<file path="config.mk">
export PLATFORM = sky130hd
export DESIGN_NAME = attribute_serializer
export DESIGN_NICKNAME = d
export VERILOG_FILES = /design/src/rtl/attribute_serializer_pkg.sv /design/src/rtl/bin_to_bcd.sv /design/src/rtl/attribute_serializer.sv
export SDC_FILE = /design/constraint.sdc
export NUM_CORES = 1
export LEC_CHECK = 0
export BUFFER_PORTS_ARGS = -buffer_cell sky130_fd_sc_hd__buf_2
export CAP_MARGIN = 0
export CORE_MARGIN = 2
export CORE_UTILIZATION = 61
export CTS_BUF_LIST = sky130_fd_sc_hd__clkbuf_4 sky130_fd_sc_hd__clkbuf_8 sky130_fd_sc_hd__clkbuf_16
export DETAILED_ROUTE_END_ITERATION = 6
export PLACE_DENSITY = 0.77
export SLEW_MARGIN = 20
export SYNTH_ARGS = -nofsm -noshare
export SYNTH_HDL_FRONTEND = slang
export SYNTH_SLANG_ARGS = --single-unit
</file>
<file path="constraint.sdc">
create_clock -name clock -period 3.9 [get_ports clock]
set_clock_uncertainty 0.15 [all_clocks]
set_input_delay 0.585 -clock clock [delete_from_list [all_inputs] [get_ports clock]]
set_output_delay 0.585 -clock clock [all_outputs]
set_load 0.01 [all_outputs]
</file>
<file path="src/rtl/attribute_serializer_pkg.sv">
// Shared constants for the attribute path: type codes, character widths, ASCII
// punctuation and the serializer state encoding.
package attribute_serializer_pkg;

  localparam int unsigned CHAR_BITS           = 8;
  localparam int unsigned ATTRIBUTE_TYPE_BITS = 4;

  typedef logic [ATTRIBUTE_TYPE_BITS-1:0] att_type_t;
  typedef logic [CHAR_BITS-1:0]           char_t;

  localparam att_type_t ATT_COLOR      = 4'd0;
  localparam att_type_t ATT_SIZE       = 4'd1;
  localparam att_type_t ATT_WIDTH      = 4'd2;
  localparam att_type_t ATT_HEIGHT     = 4'd3;
  localparam att_type_t ATT_SRC        = 4'd4;
  localparam att_type_t ATT_HREF       = 4'd5;
  localparam att_type_t ATT_BACKGROUND = 4'd6;
  localparam att_type_t ATT_PADDING    = 4'd7;
  localparam att_type_t ATT_MARGIN     = 4'd8;
  localparam att_type_t ATT_BORDER     = 4'd9;
  localparam att_type_t ATT_POSITION   = 4'd10;

  localparam char_t ASCII_EQ    = 8'h3D;
  localparam char_t ASCII_QUOTE = 8'h22;
  localparam char_t ASCII_ZERO  = 8'h30;

  typedef enum logic [2:0] {
    StIdle,
    StName,
    StEq,
    StOpenQ,
    StDigits,
    StCloseQ,
    StDone
  } state_t;

  function automatic logic is_known_type(input att_type_t t);
    return t <= ATT_POSITION;
  endfunction

endpackage

</file>
<file path="src/rtl/bin_to_bcd.sv">
// Sequential double-dabble converter: one input bit per cycle, add-3 on each
// nibble >= 5 before the shift. done stays high until the next start.
module bin_to_bcd #(
  parameter int unsigned VAL_BITS   = 16,
  parameter int unsigned MAX_DIGITS = 5
) (
  input  logic                    clock,
  input  logic                    reset,
  input  logic                    start,
  input  logic [VAL_BITS-1:0]     value,
  output logic                    done,
  output logic [4*MAX_DIGITS-1:0] bcd
);

  localparam int unsigned CntBits = $clog2(VAL_BITS + 1);

  logic [VAL_BITS-1:0]     shift_q;
  logic [CntBits-1:0]      cnt_q;
  logic [4*MAX_DIGITS-1:0] bcd_q;
  logic [4*MAX_DIGITS-1:0] bcd_adj;
  logic                    done_q;

  always_comb begin
    bcd_adj = bcd_q;
    for (int i = 0; i < MAX_DIGITS; i++) begin
      if (bcd_q[4*i +: 4] >= 4'd5) bcd_adj[4*i +: 4] = bcd_q[4*i +: 4] + 4'd3;
    end
  end

  always_ff @(posedge clock) begin
    if (reset) begin
      shift_q <= '0;
      cnt_q   <= '0;
      bcd_q   <= '0;
      done_q  <= 1'b0;
    end else if (start) begin
      shift_q <= value;
      cnt_q   <= CntBits'(VAL_BITS);
      bcd_q   <= '0;
      done_q  <= 1'b0;
    end else if (cnt_q != '0) begin
      bcd_q   <= {bcd_adj[4*MAX_DIGITS-2:0], shift_q[VAL_BITS-1]};
      shift_q <= {shift_q[VAL_BITS-2:0], 1'b0};
      cnt_q   <= cnt_q - CntBits'(1);
      done_q  <= (cnt_q == CntBits'(1));
    end
  end

  assign done = done_q;
  assign bcd  = bcd_q;

endmodule

</file>
<file path="src/rtl/attribute_serializer.sv">
// Emits one decoded attribute as XML text (name="value"), one character per
// valid/ready handshake. The character port is char_value since char is a keyword.
module attribute_serializer
  import attribute_serializer_pkg::*;
#(
  parameter int unsigned VAL_BITS   = 16,
  parameter int unsigned MAX_DIGITS = 5
) (
  input  logic                           clock,
  input  logic                           reset,
  input  logic                           start,
  input  logic [ATTRIBUTE_TYPE_BITS-1:0] in_type,
  input  logic [VAL_BITS-1:0]            in_value,
  output logic [CHAR_BITS-1:0]           char_value,
  output logic                           char_valid,
  input  logic                           char_ready,
  output logic                           busy,
  output logic                           has_finished,
  output logic                           error
);

  localparam int unsigned DigitIdxBits = (MAX_DIGITS > 1) ? $clog2(MAX_DIGITS) : 1;

  // Names are right-justified in an 80-bit field; index 0 is the first letter.
  function automatic logic [79:0] name_str(input att_type_t t);
    case (t)
      ATT_COLOR:      return 80'("color");
      ATT_SIZE:       return 80'("size");
      ATT_WIDTH:      return 80'("width");
      ATT_HEIGHT:     return 80'("height");
      ATT_SRC:        return 80'("src");
      ATT_HREF:       return 80'("href");
      ATT_BACKGROUND: return 80'("background");
      ATT_PADDING:    return 80'("padding");
      ATT_MARGIN:     return 80'("margin");
      ATT_BORDER:     return 80'("border");
      ATT_POSITION:   return 80'("position");
      default:        return '0;
    endcase
  endfunction

  function automatic logic [3:0] name_len(input att_type_t t);
    case (t)
      ATT_COLOR:      return 4'd5;
      ATT_SIZE:       return 4'd4;
      ATT_WIDTH:      return 4'd5;
      ATT_HEIGHT:     return 4'd6;
      ATT_SRC:        return 4'd3;
      ATT_HREF:       return 4'd4;
      ATT_BACKGROUND: return 4'd10;
      ATT_PADDING:    return 4'd7;
      ATT_MARGIN:     return 4'd6;
      ATT_BORDER:     return 4'd6;
      ATT_POSITION:   return 4'd8;
      default:        return 4'd0;
    endcase
  endfunction

  function automatic char_t name_char(input att_type_t t, input logic [3:0] idx);
    logic [79:0] s;
    int          pos;
    s   = name_str(t);
    pos = int'(name_len(t)) - 1 - int'(idx);
    if (pos < 0) return '0;
    return s[8*pos +: 8];
  endfunction

  state_t                    state_q, state_d;
  att_type_t                 type_q, type_d;
  logic                      err_q, err_d;
  logic [3:0]                name_idx_q, name_idx_d;
  logic [DigitIdxBits-1:0]   digit_idx_q, digit_idx_d;
  logic                      started_q, started_d;

  logic                      conv_start;
  logic                      conv_done;
  logic [4*MAX_DIGITS-1:0]   bcd;
  logic [DigitIdxBits-1:0]   msd;
  logic [DigitIdxBits-1:0]   cur_digit;
  char_t                     digit_char;

  bin_to_bcd #(
    .VAL_BITS   (VAL_BITS),
    .MAX_DIGITS (MAX_DIGITS)
  ) u_bin_to_bcd (
    .clock (clock),
    .reset (reset),
    .start (conv_start),
    .value (in_value),
    .done  (conv_done),
    .bcd   (bcd)
  );

  // Most significant non-zero digit; a value of zero yields digit 0 alone.
  always_comb begin
    msd = '0;
    for (int i = 0; i < MAX_DIGITS; i++) begin
      if (bcd[4*i +: 4] != 4'd0) msd = DigitIdxBits'(i);
    end
  end

  assign cur_digit  = started_q ? digit_idx_q : msd;
  assign digit_char = ASCII_ZERO + CHAR_BITS'(bcd[4*cur_digit +: 4]);

  always_comb begin
    state_d     = state_q;
    type_d      = type_q;
    err_d       = err_q;
    name_idx_d  = name_idx_q;
    digit_idx_d = digit_idx_q;
    started_d   = started_q;
    conv_start  = 1'b0;
    char_value  = '0;
    char_valid  = 1'b0;

    unique case (state_q)
      StIdle: begin
        if (start) begin
          conv_start = 1'b1;
          type_d     = in_type;
          err_d      = !is_known_type(in_type);
          name_idx_d = '0;
          started_d  = 1'b0;
          state_d    = is_known_type(in_type) ? StName : StDone;
        end
      end
      StName: begin
        char_valid = 1'b1;
        char_value = name_char(type_q, name_idx_q);
        if (char_ready) begin
          if (name_idx_q == name_len(type_q) - 4'd1) state_d = StEq;
          else name_idx_d = name_idx_q + 4'd1;
        end
      end
      StEq: begin
        char_valid = 1'b1;
        char_value = ASCII_EQ;
        if (char_ready) state_d = StOpenQ;
      end
      StOpenQ: begin
        char_valid = 1'b1;
        char_value = ASCII_QUOTE;
        if (char_ready) state_d = StDigits;
      end
      StDigits: begin
        char_valid = conv_done;
        if (conv_done) begin
          char_value = digit_char;
          if (char_ready) begin
            started_d = 1'b1;
            if (cur_digit == '0) state_d = StCloseQ;
            else digit_idx_d = cur_digit - DigitIdxBits'(1);
          end
        end
      end
      StCloseQ: begin
        char_valid = 1'b1;
        char_value = ASCII_QUOTE;
        if (char_ready) state_d = StDone;
      end
      StDone: state_d = StIdle;
      default: state_d = StIdle;
    endcase
  end

  always_ff @(posedge clock) begin
    if (reset) begin
      state_q     <= StIdle;
      type_q      <= '0;
      err_q       <= 1'b0;
      name_idx_q  <= '0;
      digit_idx_q <= '0;
      started_q   <= 1'b0;
    end else begin
      state_q     <= state_d;
      type_q      <= type_d;
      err_q       <= err_d;
      name_idx_q  <= name_idx_d;
      digit_idx_q <= digit_idx_d;
      started_q   <= started_d;
    end
  end

  assign busy         = (state_q != StIdle) && (state_q != StDone);
  assign has_finished = (state_q == StDone);
  assign error        = (state_q == StDone) && err_q;

endmodule

</file>
After elaboration in Yosys (flattened, before gate mapping). Memory sizes are Yosys's and may differ from the RTL's. A register that Yosys moved wholly into a read port is not among the register bits. Index checks and enable logic that the tools add are counted.

Memory bits (read-only): 1088. Memories: 3. Register bits: 58. Word-level logic and storage cells: 129. Input port bits: 24. Output and inout port bits: 12.

Memories: (name not given) (depth 16, bits a word 60, rd ports 1, clocked after Yosys merged registers in 1, wr ports 0, line attribute_serializer.sv:26) `case (t)`; (name not given) (depth 16, bits a word 4, rd ports 1, clocked after Yosys merged registers in 1, wr ports 0, line attribute_serializer.sv:43) `case (t)`; (name not given) (depth 16, bits a word 4, rd ports 1, clocked after Yosys merged registers in 1, wr ports 0, line attribute_serializer.sv:43).

Shifts and indexed selects: 2. Reduce and logical (&&, ||, !) cells: 22. $add $sub $neg: 12. Equal/unequal tests: 19. Order comparisons: 7. Muxes and demuxes: 52. Bitwise operators: 1.

Operator list (number): two-way mux 80 bit (1); variable part select 80 x 9 -> 8 bit (1); two-way mux 4 bit (16); two-way mux 3 bit (15); two-way mux 16 bit (2); one-hot mux 8 bit (4 select lines) (1); greater-or-equal comparator 4 x 3 -> 1 bit, second input constant (5); variable part select 20 x 6 -> 4 bit (1); inequality test 2 bit, second input constant (9); one-hot mux 3 bit (6 select lines) (1); adder 4 x 2 -> 4 bit, second input constant (4); two-way mux 8 bit (2); nonzero test 4 bit (4); AND reduction 4 bit (3); two-way mux 5 bit (2); == test 3 bit, second input constant (3); AND reduction 9 bit (1); two-way mux 1 bit (8); one-hot mux 4 bit (2 select lines) (1); adder 6 x 4 -> 7 bit, first input constant (1); two-way mux 7 bit (1); == test 3 x 2 -> 1 bit, second input constant (2); logical NOT 3 bit (2); < comparator 6 x 1 -> 1 bit, second input constant (1); other kinds (23) (28).

Depth between registers and ports, before layout. Gate-level depths: netlist of run 1.

Word-level depth: 11. Depth in mapped cells: 12. Depth with buffers taken out: 11.

Modules after synthesis. Synthesis of run 1 repeated with hierarchy kept, for this count alone.

Cell total of the unflattened synthesis: 635. Area total of the unflattened synthesis: 5487.8 um^2.

Modules (own cells, without submodules): attribute_serializer (instances 1, seq. area each 1141.1 um^2, area each 3250.6 um^2, cells an instance 393); bin_to_bcd (instances 1, seq. area each 840.8 um^2, area each 2237.1 um^2, cells an instance 242).

Worst setup path after synthesis of run 1. Ideal clock, no wire load.

Path kind: reg-to-output. From: reg (tool-made name). To: out char_value[1]. Arrival: 2.537 ns. Buffers on the path: 1. Cell stages (with the launch flop): 10. Path slack: 0.628 ns. Required time: 3.165 ns. Cells stage by stage: dfxtp_1 inv_1 ha_1 fa_1 clkbuf_1 mux4_2 mux2i_1 nor3_1 o21ai_0 o211ai_1.

RTL lines: end, declared (line attribute_serializer.sv:14) `output logic [CHAR_BITS-1:0] char_value,`.

==> results of run 1 <==
==> cell families (layout without fill, tap and decap cells) <==
family	count (synthesis)	count (layout)
XOR/XNOR	18	18
buffers and inverters	73	93
adder cells (fa/ha/maj)	31	31
AO/OA/AOI/OAI	176	176
AND/OR/NAND/NOR	247	247
multiplexers	22	22
other	1	1
flip-flops	99	99
==> worst min-delay path by stage <==
stage                               end  slack (ps)
2_1_floorplan                     err_q         280
3_3_place_gp        u_bin_to_bcd.bcd[0]         290
3_5_place_dp                      err_q         300
4_1_cts        u_bin_to_bcd.shift_q[14]         280
5_1_grt        u_bin_to_bcd.shift_q[14]         290
6_report        u_bin_to_bcd.shift_q[1]         290
==> per-stage QoR <==
step	hold WS [ps]	setup slack [ps]	instance area (um2)	instances	utilization
5_1_grt	295.0	24.59	5742	795	0.6649
3_5_place_dp	300.8	452.2	5543	779	0.6418
6_report	294.8	159.0	5742	795	0.6649
2_1_floorplan	281.7	627.6	5361	667	-
4_1_cts	283.1	46.30	5732	795	0.6637
3_3_place_gp	290.7	523.5	5543	779	0.6418
==> report_power, final <==
part	internal (mW)	total [mW]	switching [mW]
registers	1.19	1.32	0.123
logic	0.733	1.84	1.11
clock network	0.268	0.640	0.372
==> worst max-delay path, stage by stage, from the launching register on <==
cell and delay (ps):
dfxtp_1 360, inv_1 60, ha_1 330, fa_2 680
mux4_2 530, nor2_1 130, nor4bb_1 70, o21ai_0 260
nand3_1 100, buf_2 140
==> metal layers <==
metal,part of all wire,vias to the layer above,track usage
met3,0.067,13,0.03651
met5,0,-,0
met2,0.44,144,0.3910
li1,-,2322,-
met1,0.48,2131,0.3785
met4,0.013,0,0.07799
==> final cells by class <==
class / instances / share of cell area
inverter: 35 / 0.02288
clock buffer: 11 / 0.02528
multi-input combinational: 495 / 0.5354
tap: 108 / 0.02353
sequential: 99 / 0.3452
clock inverter: 5 / 0.007627
timing repair buffer: 42 / 0.04010
==> synthesized netlist by cell type, types with 7 or more instances <==
| master | count |
|---|---|
| a21oi_1 | 82 |
| a211oi_1 | 9 |
| a21o_1 | 10 |
| o21ai_0 | 31 |
| dfxtp_1 | 99 |
| nand3_1 | 15 |
| nor2_1 | 77 |
| mux2i_1 | 14 |
| xnor2_1 | 13 |
| clkbuf_1 | 27 |
| nor3_1 | 12 |
| nand2_1 | 97 |
| o211ai_1 | 7 |
| nand2b_1 | 10 |
| ha_1 | 30 |
| mux4_2 | 7 |
| inv_1 | 31 |
| nor3b_1 | 10 |
==> flow_metrics.env, run 1 <==
export IMPL_port_buffers=34
export IMPL_drtAntennaViolNets=0
export IMPL_path_max_fanout=7
export IMPL_syn_cell_area_um2=5361
export IMPL_syn_nets=722
export IMPL_startpoint_type="flop"
export IMPL_p_total_mw=3.795
export IMPL_r2r_start="state_q[1]"
export IMPL_r2r_setup_slack_ps=920
export IMPL_nFillCells=736
export IMPL_final_common_cell="dfxtp_1"
export IMPL_cp_data_arrival_time_ps=3010
export IMPL_cts_buffers=9
export IMPL_holdPathStages=3
export IMPL_layout_common_cells="dfxtp_1 (99), nand2_1 (97), a21oi_1 (82)"
export IMPL_insertion_delay_ps=360
export IMPL_synth_edf_count=0
export IMPL_clk_pin_slew_ps=100
export IMPL_cp_end_kind="primary output"
export IMPL_hpwl_mm=8.671
export IMPL_regArea_um2=1982
export IMPL_synth_area_leaders="dfxtp_1 (37%), a21oi_1 (7.7%), ha_1 (7.0%), nand2_1 (6.8%), nor2_1 (5.4%)"
export IMPL_cts_num_sinks=99
export IMPL_avgSynthCellArea_um2=8.038
export IMPL_avgRoutedWirePerCell_um=15.01
export IMPL_area_growth_pct=7.095
export IMPL_synthSimpleGateAreaFrac=0.2117
export IMPL_status="completed"
export IMPL_io_pins=36
export IMPL_yosysSeqAreaShare=0.3697
export IMPL_synth_adder_area_share=0.07375
export IMPL_gp_congestion=0.8757
export IMPL_fp_dieArea_um2=9555
export IMPL_ys_warn_count=0
export IMPL_fp_dieH_um=97.75
export IMPL_tightest_slew_ps=965.6
export IMPL_critPathKind="flop to primary output"
export IMPL_power_leakage_nw=2.381
export IMPL_cts_hold_buf=0
export IMPL_multiInputGateArea_um2=3074
export IMPL_clock_fmax_ghz=0.2673
export IMPL_layout_drive_gt1_share=0.1208
export IMPL_synth_xor_xnor_area_share=0.02940
export IMPL_insertedDiodeCount=0
export IMPL_wl_mm=11.93
export IMPL_grt_max_degree=33
export IMPL_required_ps=3160
export IMPL_crit_path_end="char_value[5]"
export IMPL_die_width_um=97.75
export IMPL_cts_resized=0
export IMPL_synth_cells=667
export IMPL_clk_path_buf_depth=2
export IMPL_synth_top_area_share=0.3697
export IMPL_cts_root_buf="clkbuf_8"
export IMPL_hold_viol=0
export IMPL_synth_top_cell_by_area="dfxtp_1"
export IMPL_tns_ps=0
export IMPL_relSlewSlack=0.3547
export IMPL_grt_pass1_vias=4344
export IMPL_ff2ff_path_depth=7
export IMPL_dr_total_vias=4610
export IMPL_drt_initial_drc_count=289
export IMPL_holdCritPathClass="input port to flop"
export IMPL_grt_first_pass_wirelength_mm=20.34
export IMPL_drc=0
export IMPL_core_area_um2=8636
export IMPL_start_util=0.6208
export IMPL_overflow=0
export IMPL_viasPerCell=5.799
export IMPL_h_tree_depth=3
export IMPL_synth_top_flop_cell="dfxtp_1"
export IMPL_cts_tree="yes"
export IMPL_synth_top_family_by_area="simple AND/OR/NAND/NOR gates"
export IMPL_period_needed_ps=3741
export IMPL_hold_start="in_value[1]"
export IMPL_synth_compound_area_frac=0.1984
export IMPL_fin_crit_sh=0.9592
export IMPL_synth_async_sr_flop_share=0
export IMPL_rsz0062_at_grt="no"
export IMPL_finalSetupViolCount=0
export IMPL_groute_usage_overall=0.2560
export IMPL_cts_setup_buffers=0
export IMPL_synthMuxAreaShare=0.05764
export IMPL_ir_drop_uv=344.1
export IMPL_drv_cap=0
export IMPL_antenna_found_initial=0
export IMPL_ys_types=63
export IMPL_ys_seq_elements=99
export IMPL_nNetsFinal=737
export IMPL_rows=34
export IMPL_power_density_nw_per_um2=661.0
export IMPL_first_pass_iters=5
export IMPL_drv_slew=0
No activity file was read; power rests on OpenSTA's default activity.
==> inputs of run 2 (changes only) <==
--- a/config.mk
+++ b/config.mk
@@ -5,6 +5,7 @@
 export SDC_FILE = /design/constraint.sdc
 export NUM_CORES = 1
 export LEC_CHECK = 0
+export ABC_AREA = 1
 export BUFFER_PORTS_ARGS = -buffer_cell sky130_fd_sc_hd__buf_2
 export CAP_MARGIN = 0
 export CORE_MARGIN = 2
@@ -12,6 +13,7 @@
 export CTS_BUF_LIST = sky130_fd_sc_hd__clkbuf_4 sky130_fd_sc_hd__clkbuf_8 sky130_fd_sc_hd__clkbuf_16
 export DETAILED_ROUTE_END_ITERATION = 6
 export PLACE_DENSITY = 0.77
+export SKIP_CTS_REPAIR_TIMING = 1
 export SLEW_MARGIN = 20
 export SYNTH_ARGS = -nofsm -noshare
 export SYNTH_HDL_FRONTEND = slang
==> run 2 against run 1 <==
Combinational power grew 73%. Synthesized cell count rose by 10%. First-iteration DRC count increased by 30%. Critical path type unchanged. Largest cell class unchanged. Highest routed layer unchanged.
==> flow_metrics.env, run 2 <==
export IMPL_status="completed"
export IMPL_ys_types=48
export IMPL_layout_common_cells="nand2_1 (145), dfxtp_1 (99), inv_1 (91)"
export IMPL_r2r_setup_slack_ps=910
export IMPL_relSlewSlack=0.6006
export IMPL_synthMuxAreaShare=0.001889
export IMPL_cp_end_kind="primary output"
export IMPL_drt_initial_drc_count=376
export IMPL_layout_drive_gt1_share=0.1016
export IMPL_groute_usage_overall=0.2764
export IMPL_synth_compound_area_frac=0.1719
export IMPL_tightest_slew_ps=599.0
export IMPL_start_util=0.6197
export IMPL_nNetsFinal=818
export IMPL_drtAntennaViolNets=0
export IMPL_yosysSeqAreaShare=0.3740
export IMPL_synth_edf_count=0
export IMPL_switching_power_mw=2.729
export IMPL_dr_total_vias=4986
export IMPL_grt_max_degree=39
export IMPL_rows=34
export IMPL_cts_buffers=9
export IMPL_synth_top_flop_cell="dfxtp_1"
export IMPL_path_max_fanout=14
export IMPL_synth_top_area_share=0.3740
export IMPL_fp_dieH_um=97.20
export IMPL_clk_pin_slew_ps=100
export IMPL_cp_data_arrival_time_ps=2830
export IMPL_final_common_cell="nand2_1"
export IMPL_cts_root_buf="clkbuf_8"
export IMPL_h_tree_depth=3
export IMPL_rsz0062_at_grt="no"
export IMPL_syn_nets=791
export IMPL_insertion_delay_ps=370
export IMPL_ys_warn_count=0
export IMPL_insertedDiodeCount=0
export IMPL_area_growth_pct=8.099
export IMPL_fin_crit_sh=0.9135
export IMPL_overflow=0
export IMPL_port_buffers=34
export IMPL_synth_cells=736
export IMPL_seq_power_share=0.287
export IMPL_avgSynthCellArea_um2=7.200
export IMPL_synth_area_leaders="dfxtp_1 (37%), nand2_1 (10%), ha_1 (7.1%), inv_1 (6.4%), nand3_1 (5.5%)"
export IMPL_fp_dieArea_um2=9448
export IMPL_synth_top_cell_by_area="dfxtp_1"
export IMPL_viasPerCell=5.692
export IMPL_drv_cap=0
export IMPL_cts_tree="yes"
export IMPL_power_leakage_nw=2.761
export IMPL_hold_viol=0
export IMPL_synth_async_sr_flop_share=0
export IMPL_synth_commonest_cells="nand2_1 (146), dfxtp_1 (99), inv_1 (91), nor2_1 (69), nand3_1 (58)"
export IMPL_drc=0
export IMPL_tns_ps=0
export IMPL_synth_adder_area_share=0.07462
export IMPL_io_pins=36
export IMPL_wl_mm=13.08
export IMPL_period_needed_ps=3563
export IMPL_finalSetupViolCount=0
export IMPL_synthSimpleGateAreaFrac=0.2616
export IMPL_p_comb_frac=0.592
export IMPL_syn_cell_area_um2=5299
export IMPL_ys_seq_elements=99
export IMPL_critPathKind="flop to primary output"
export IMPL_clock_fmax_ghz=0.2807
export IMPL_yosysMostFrequentCell="nand2_1"
export IMPL_drv_slew=0
export IMPL_holdCritPathClass="input port to flop"
export IMPL_antenna_found_initial=0
export IMPL_startpoint_type="flop"
export IMPL_gp_congestion=0.9188
export IMPL_power_density_nw_per_um2=940.4
export IMPL_synth_top_family_by_area="simple AND/OR/NAND/NOR gates"
export IMPL_hold_ws_ps=268.1
export IMPL_internal_power_mw=2.658
export IMPL_ir_drop_uv=525.0
export IMPL_required_ps=3160
export IMPL_die_width_um=97.20
export IMPL_cts_num_sinks=99
export IMPL_avgRoutedWirePerCell_um=14.93
export IMPL_first_pass_iters=6
export IMPL_switching_share=0.5066
export IMPL_grt_first_pass_wirelength_mm=21.33
export IMPL_hpwl_mm=9.589
export IMPL_clk_path_buf_depth=2
export IMPL_p_clk_frac=0.120
export IMPL_synth_xor_xnor_area_share=0.02314
export IMPL_grt_pass1_vias=4541
export IMPL_core_area_um2=8551
## run 2: cell types whose count changed after synthesis, sizes merged, moves of 12 or more
| cell | previous run | this run |
|---|---|---|
| a21oi | 83 | 52 |
| clkbuf | 27 | 8 |
| inv | 35 | 97 |
| mux2i | 14 | 1 |
| nand2 | 99 | 152 |
| nand3 | 15 | 58 |
| nor3 | 12 | 25 |
| o21ai | 36 | 58 |
| o221ai | 1 | 13 |
## run 2: routing by layer
layer,wire length [um],track usage,vias to the layer above,part of all wire
met5,0,0,-,0
met4,167,0.07584,0,0.013
met3,931,0.05755,17,0.071
met2,5711,0.4151,182,0.44
met1,6264,0.4045,2291,0.48
li1,-,-,2496,-
## run 2: power by group through the flow
| stage | sequential (mW) | clock, mW | combinational [mW] |
|---|---|---|---|
| 2_1_floorplan | 1.50 | 0 | 2.40 |
| 3_3_place_gp | 1.56 | 0 | 3.03 |
| 3_5_place_dp | 1.56 | 0 | 3.11 |
| 4_1_cts | 1.54 | 0.651 | 3.13 |
| 5_1_grt | 1.58 | 0.692 | 3.58 |
| 6_report | 1.55 | 0.649 | 3.19 |
## run 2: logic make-up (layout without fill, tap and decap cells)
kind of cell,after synthesis,after routing
AO/OA/AOI/OAI,152,152
other,1,1
flip-flops,99,99
multiplexers,1,1
buffers and inverters,121,153
AND/OR/NAND/NOR,317,317
adder cells (fa/ha/maj),31,31
XOR/XNOR,14,14
## run 2: worst max-delay path: stages (launching register included)
cell	delay (ps)
dfxtp_1	340
inv_1	60
ha_1	330
fa_2	720
nor2_1	130
a22oi_1	200
o21ai_0	110
nand2_1	60
nor2_1	40
nor2_1	80
nand2_1	60
nand2_1	80
nand3_1	90
buf_2	150
## run 2: layout make-up
class,count,area (um2)
Multi-Input combinational cell,516,2839
Clock buffer,10,137.6
Inverter,98,375.4
Fill cell,726,2823
Clock inverter,6,51.30
Tap cell,108,135.1
Timing Repair Buffer,39,207.7
Sequential cell,99,1982
## run 2: worst paths after layout
kind,from,end,depth (start not counted)
worst max-delay path,flop,char_value[1],13
worst min-delay path,in_value[0],u_bin_to_bcd.shift_q[0],2
worst min register to register,err_q,err_q,2
worst max register to register,state_q[1],flop,13
## run 2: through the flow
stage | std cells | cell area, um2 | power [mW] | util | setup WS [ps]
floorplan | 736 | 5299 | 3.898 | - | 948.3
global placement | 860 | 5534 | 4.584 | 0.6472 | 672.6
detailed placement | 860 | 5534 | 4.670 | 0.6472 | 595.6
CTS | 876 | 5723 | 5.321 | 0.6693 | 184.4
global route | 876 | 5728 | 5.854 | 0.6699 | 98.45
finish | 876 | 5728 | 5.387 | 0.6699 | 337.5
==> inputs of run 3 (changes only) <==
--- a/config.mk
+++ b/config.mk
@@ -13,6 +13,7 @@
 export CTS_BUF_LIST = sky130_fd_sc_hd__clkbuf_4 sky130_fd_sc_hd__clkbuf_8 sky130_fd_sc_hd__clkbuf_16
 export DETAILED_ROUTE_END_ITERATION = 6
 export PLACE_DENSITY = 0.77
+export RECOVER_POWER = 25
 export SKIP_CTS_REPAIR_TIMING = 1
 export SLEW_MARGIN = 20
 export SYNTH_ARGS = -nofsm -noshare
==> run 3 against run 2 <==
Global-route usage is the same. Clock power is essentially flat. Wire length shrank 0.30%. Non-clock buffer count is the same. Critical path type unchanged. Largest power group unchanged. Highest routed layer unchanged.
==> flow_metrics.env, run 3 (synthesis results as in run 2) <==
export IMPL_status="completed"
export IMPL_hold_viol=0
export IMPL_p_clk_frac=0.120
export IMPL_groute_usage_overall=0.2764
export IMPL_relSlewSlack=0.5532
export IMPL_antenna_found_initial=0
export IMPL_fp_dieArea_um2=9448
export IMPL_p_comb_frac=0.592
export IMPL_die_width_um=97.20
export IMPL_switching_share=0.5061
export IMPL_fin_crit_sh=0.9131
export IMPL_clk_pin_slew_ps=100
export IMPL_drv_slew=0
export IMPL_path_max_fanout=14
export IMPL_internal_power_mw=2.655
export IMPL_finalSetupViolCount=0
export IMPL_holdCritPathClass="input port to flop"
export IMPL_power_density_nw_per_um2=940.4
export IMPL_rows=34
export IMPL_fin_util=0.6686
export IMPL_final_common_cell="nand2_1"
export IMPL_finalNonFillerCells=876
export IMPL_tns_ps=0
export IMPL_clk_path_buf_depth=2
export IMPL_drt_initial_drc_count=336
export IMPL_h_tree_depth=3
export IMPL_startpoint_type="flop"
export IMPL_worstPathBufferInverterCount=2
export IMPL_layout_common_cells="nand2_1 (146), dfxtp_1 (99), inv_1 (92)"
export IMPL_start_util=0.6197
export IMPL_r2r_setup_slack_ps=340
export IMPL_grt_first_pass_wirelength_mm=21.33
export IMPL_insertion_delay_ps=370
export IMPL_cts_root_buf="clkbuf_8"
export IMPL_r2r_start="state_q[1]"
export IMPL_drc=0
export IMPL_ff2ff_path_depth=13
export IMPL_wl_mm=13.04
export IMPL_area_growth_pct=7.887
export IMPL_required_ps=3160
export IMPL_switching_power_mw=2.721
export IMPL_cts_num_sinks=99
export IMPL_port_buffers=34
export IMPL_layout_setup_ws_ps=338.7
export IMPL_tightest_slew_ps=668.6
export IMPL_io_pins=36
export IMPL_seq_power_share=0.288
export IMPL_power_leakage_nw=2.747
export IMPL_critPathTopFamily="adder cells"
export IMPL_layout_drive_gt1_share=0.09505
export IMPL_grt_pass1_vias=4541
export IMPL_cp_data_arrival_time_ps=2830
export IMPL_crit_chain="inv_1 > ha_1 > fa_2 > nor2_1 > a22oi_1 > o21ai_0 > nand2_1 > nor2_1 > nor2_1 > nand2_1 > nand2_1 > nand3_1 > buf_2"
export IMPL_critPathMaxStageDelay_ps=730
export IMPL_overflow=0
export IMPL_rsz0062_at_grt="no"
export IMPL_nNetsFinal=818
export IMPL_cp_end_kind="primary output"
export IMPL_dp_slack_ps=595.6
export IMPL_cts_buffers=9
export IMPL_ir_drop_uv=515.2
export IMPL_clock_fmax_ghz=0.2808
export IMPL_grt_max_degree=39
export IMPL_hold_end="u_bin_to_bcd.shift_q[0]"
export IMPL_core_area_um2=8551
export IMPL_first_pass_iters=5
export IMPL_insertedDiodeCount=0
export IMPL_hold_start="in_value[0]"
export IMPL_drv_cap=0
export IMPL_period_needed_ps=3561
export IMPL_fp_dieH_um=97.20
export IMPL_avgRoutedWirePerCell_um=14.88
export IMPL_viasPerCell=5.708
export IMPL_hpwl_mm=9.589
export IMPL_holdPathStages=2
export IMPL_cts_tree="yes"
export IMPL_slowest_stage="fa_2"
export IMPL_critPathKind="flop to primary output"
export IMPL_drtAntennaViolNets=0
export IMPL_dr_total_vias=5000
export IMPL_gp_congestion=0.9188
export IMPL_dp_cells=860
[run 3: area by class of cell]
class	instances	area, um2
Inverter	98	375.4
Timing Repair Buffer	39	203.9
Clock inverter	6	51.30
Tap cell	108	135.1
Multi-Input combinational cell	516	2831
Fill cell	728	2834
Sequential cell	99	1982
Clock buffer	10	137.6
[run 3: power groups by stage]
stage	registers, mW	clock network [mW]	logic (mW)
after global placement	1.56	0	3.03
after CTS	1.54	0.651	3.13
after global routing	1.58	0.692	3.58
after floorplan	1.50	0	2.40
final	1.55	0.646	3.18
after detailed placement	1.56	0	3.11
[run 3: worst max path at each step]
stage / from / end / cells after the start
2_1_floorplan: flop / char_value[3] / 10
3_3_place_gp: flop / char_value[4] / 9
3_5_place_dp: flop / char_value[1] / 13
4_1_cts: flop / char_value[0] / 12
5_1_grt: flop / char_value[0] / 12
6_report: flop / char_value[1] / 13
[run 3: routing by layer]
| metal | global-route usage | routed length (um) | vias up |
|---|---|---|---|
| met3 | 0.05755 | 945 | 18 |
| met2 | 0.4151 | 5774 | 176 |
| met4 | 0.07584 | 165 | 0 |
| li1 | - | - | 2490 |
| met5 | 0 | 0 | - |
| met1 | 0.4045 | 6150 | 2316 |
[run 3: worst register-to-register path, cell delays in order, from the launching register on]
cell	delay (ps)
dfxtp_1	380
nor2_4	180
nand2_4	90
nor2_8	220
inv_1	310
nand2_1	610
inv_4	240
a21oi_4	340
inv_1	180
ha_1	270
inv_1	80
nor2_1	40
nand2_1	240
nand3_1	120
[run 3: metrics by stage]
| step | total power [mW] | hold slack, ps | area (um2) |
|---|---|---|---|
| final | 5.376 | 272.7 | 5717 |
| after global routing | 5.848 | 281.9 | 5717 |
| after CTS | 5.321 | 265.8 | 5723 |
| after detailed placement | 4.670 | 323.8 | 5534 |
| after global placement | 4.584 | 302.6 | 5534 |
| after floorplan | 3.898 | 288.6 | 5299 |
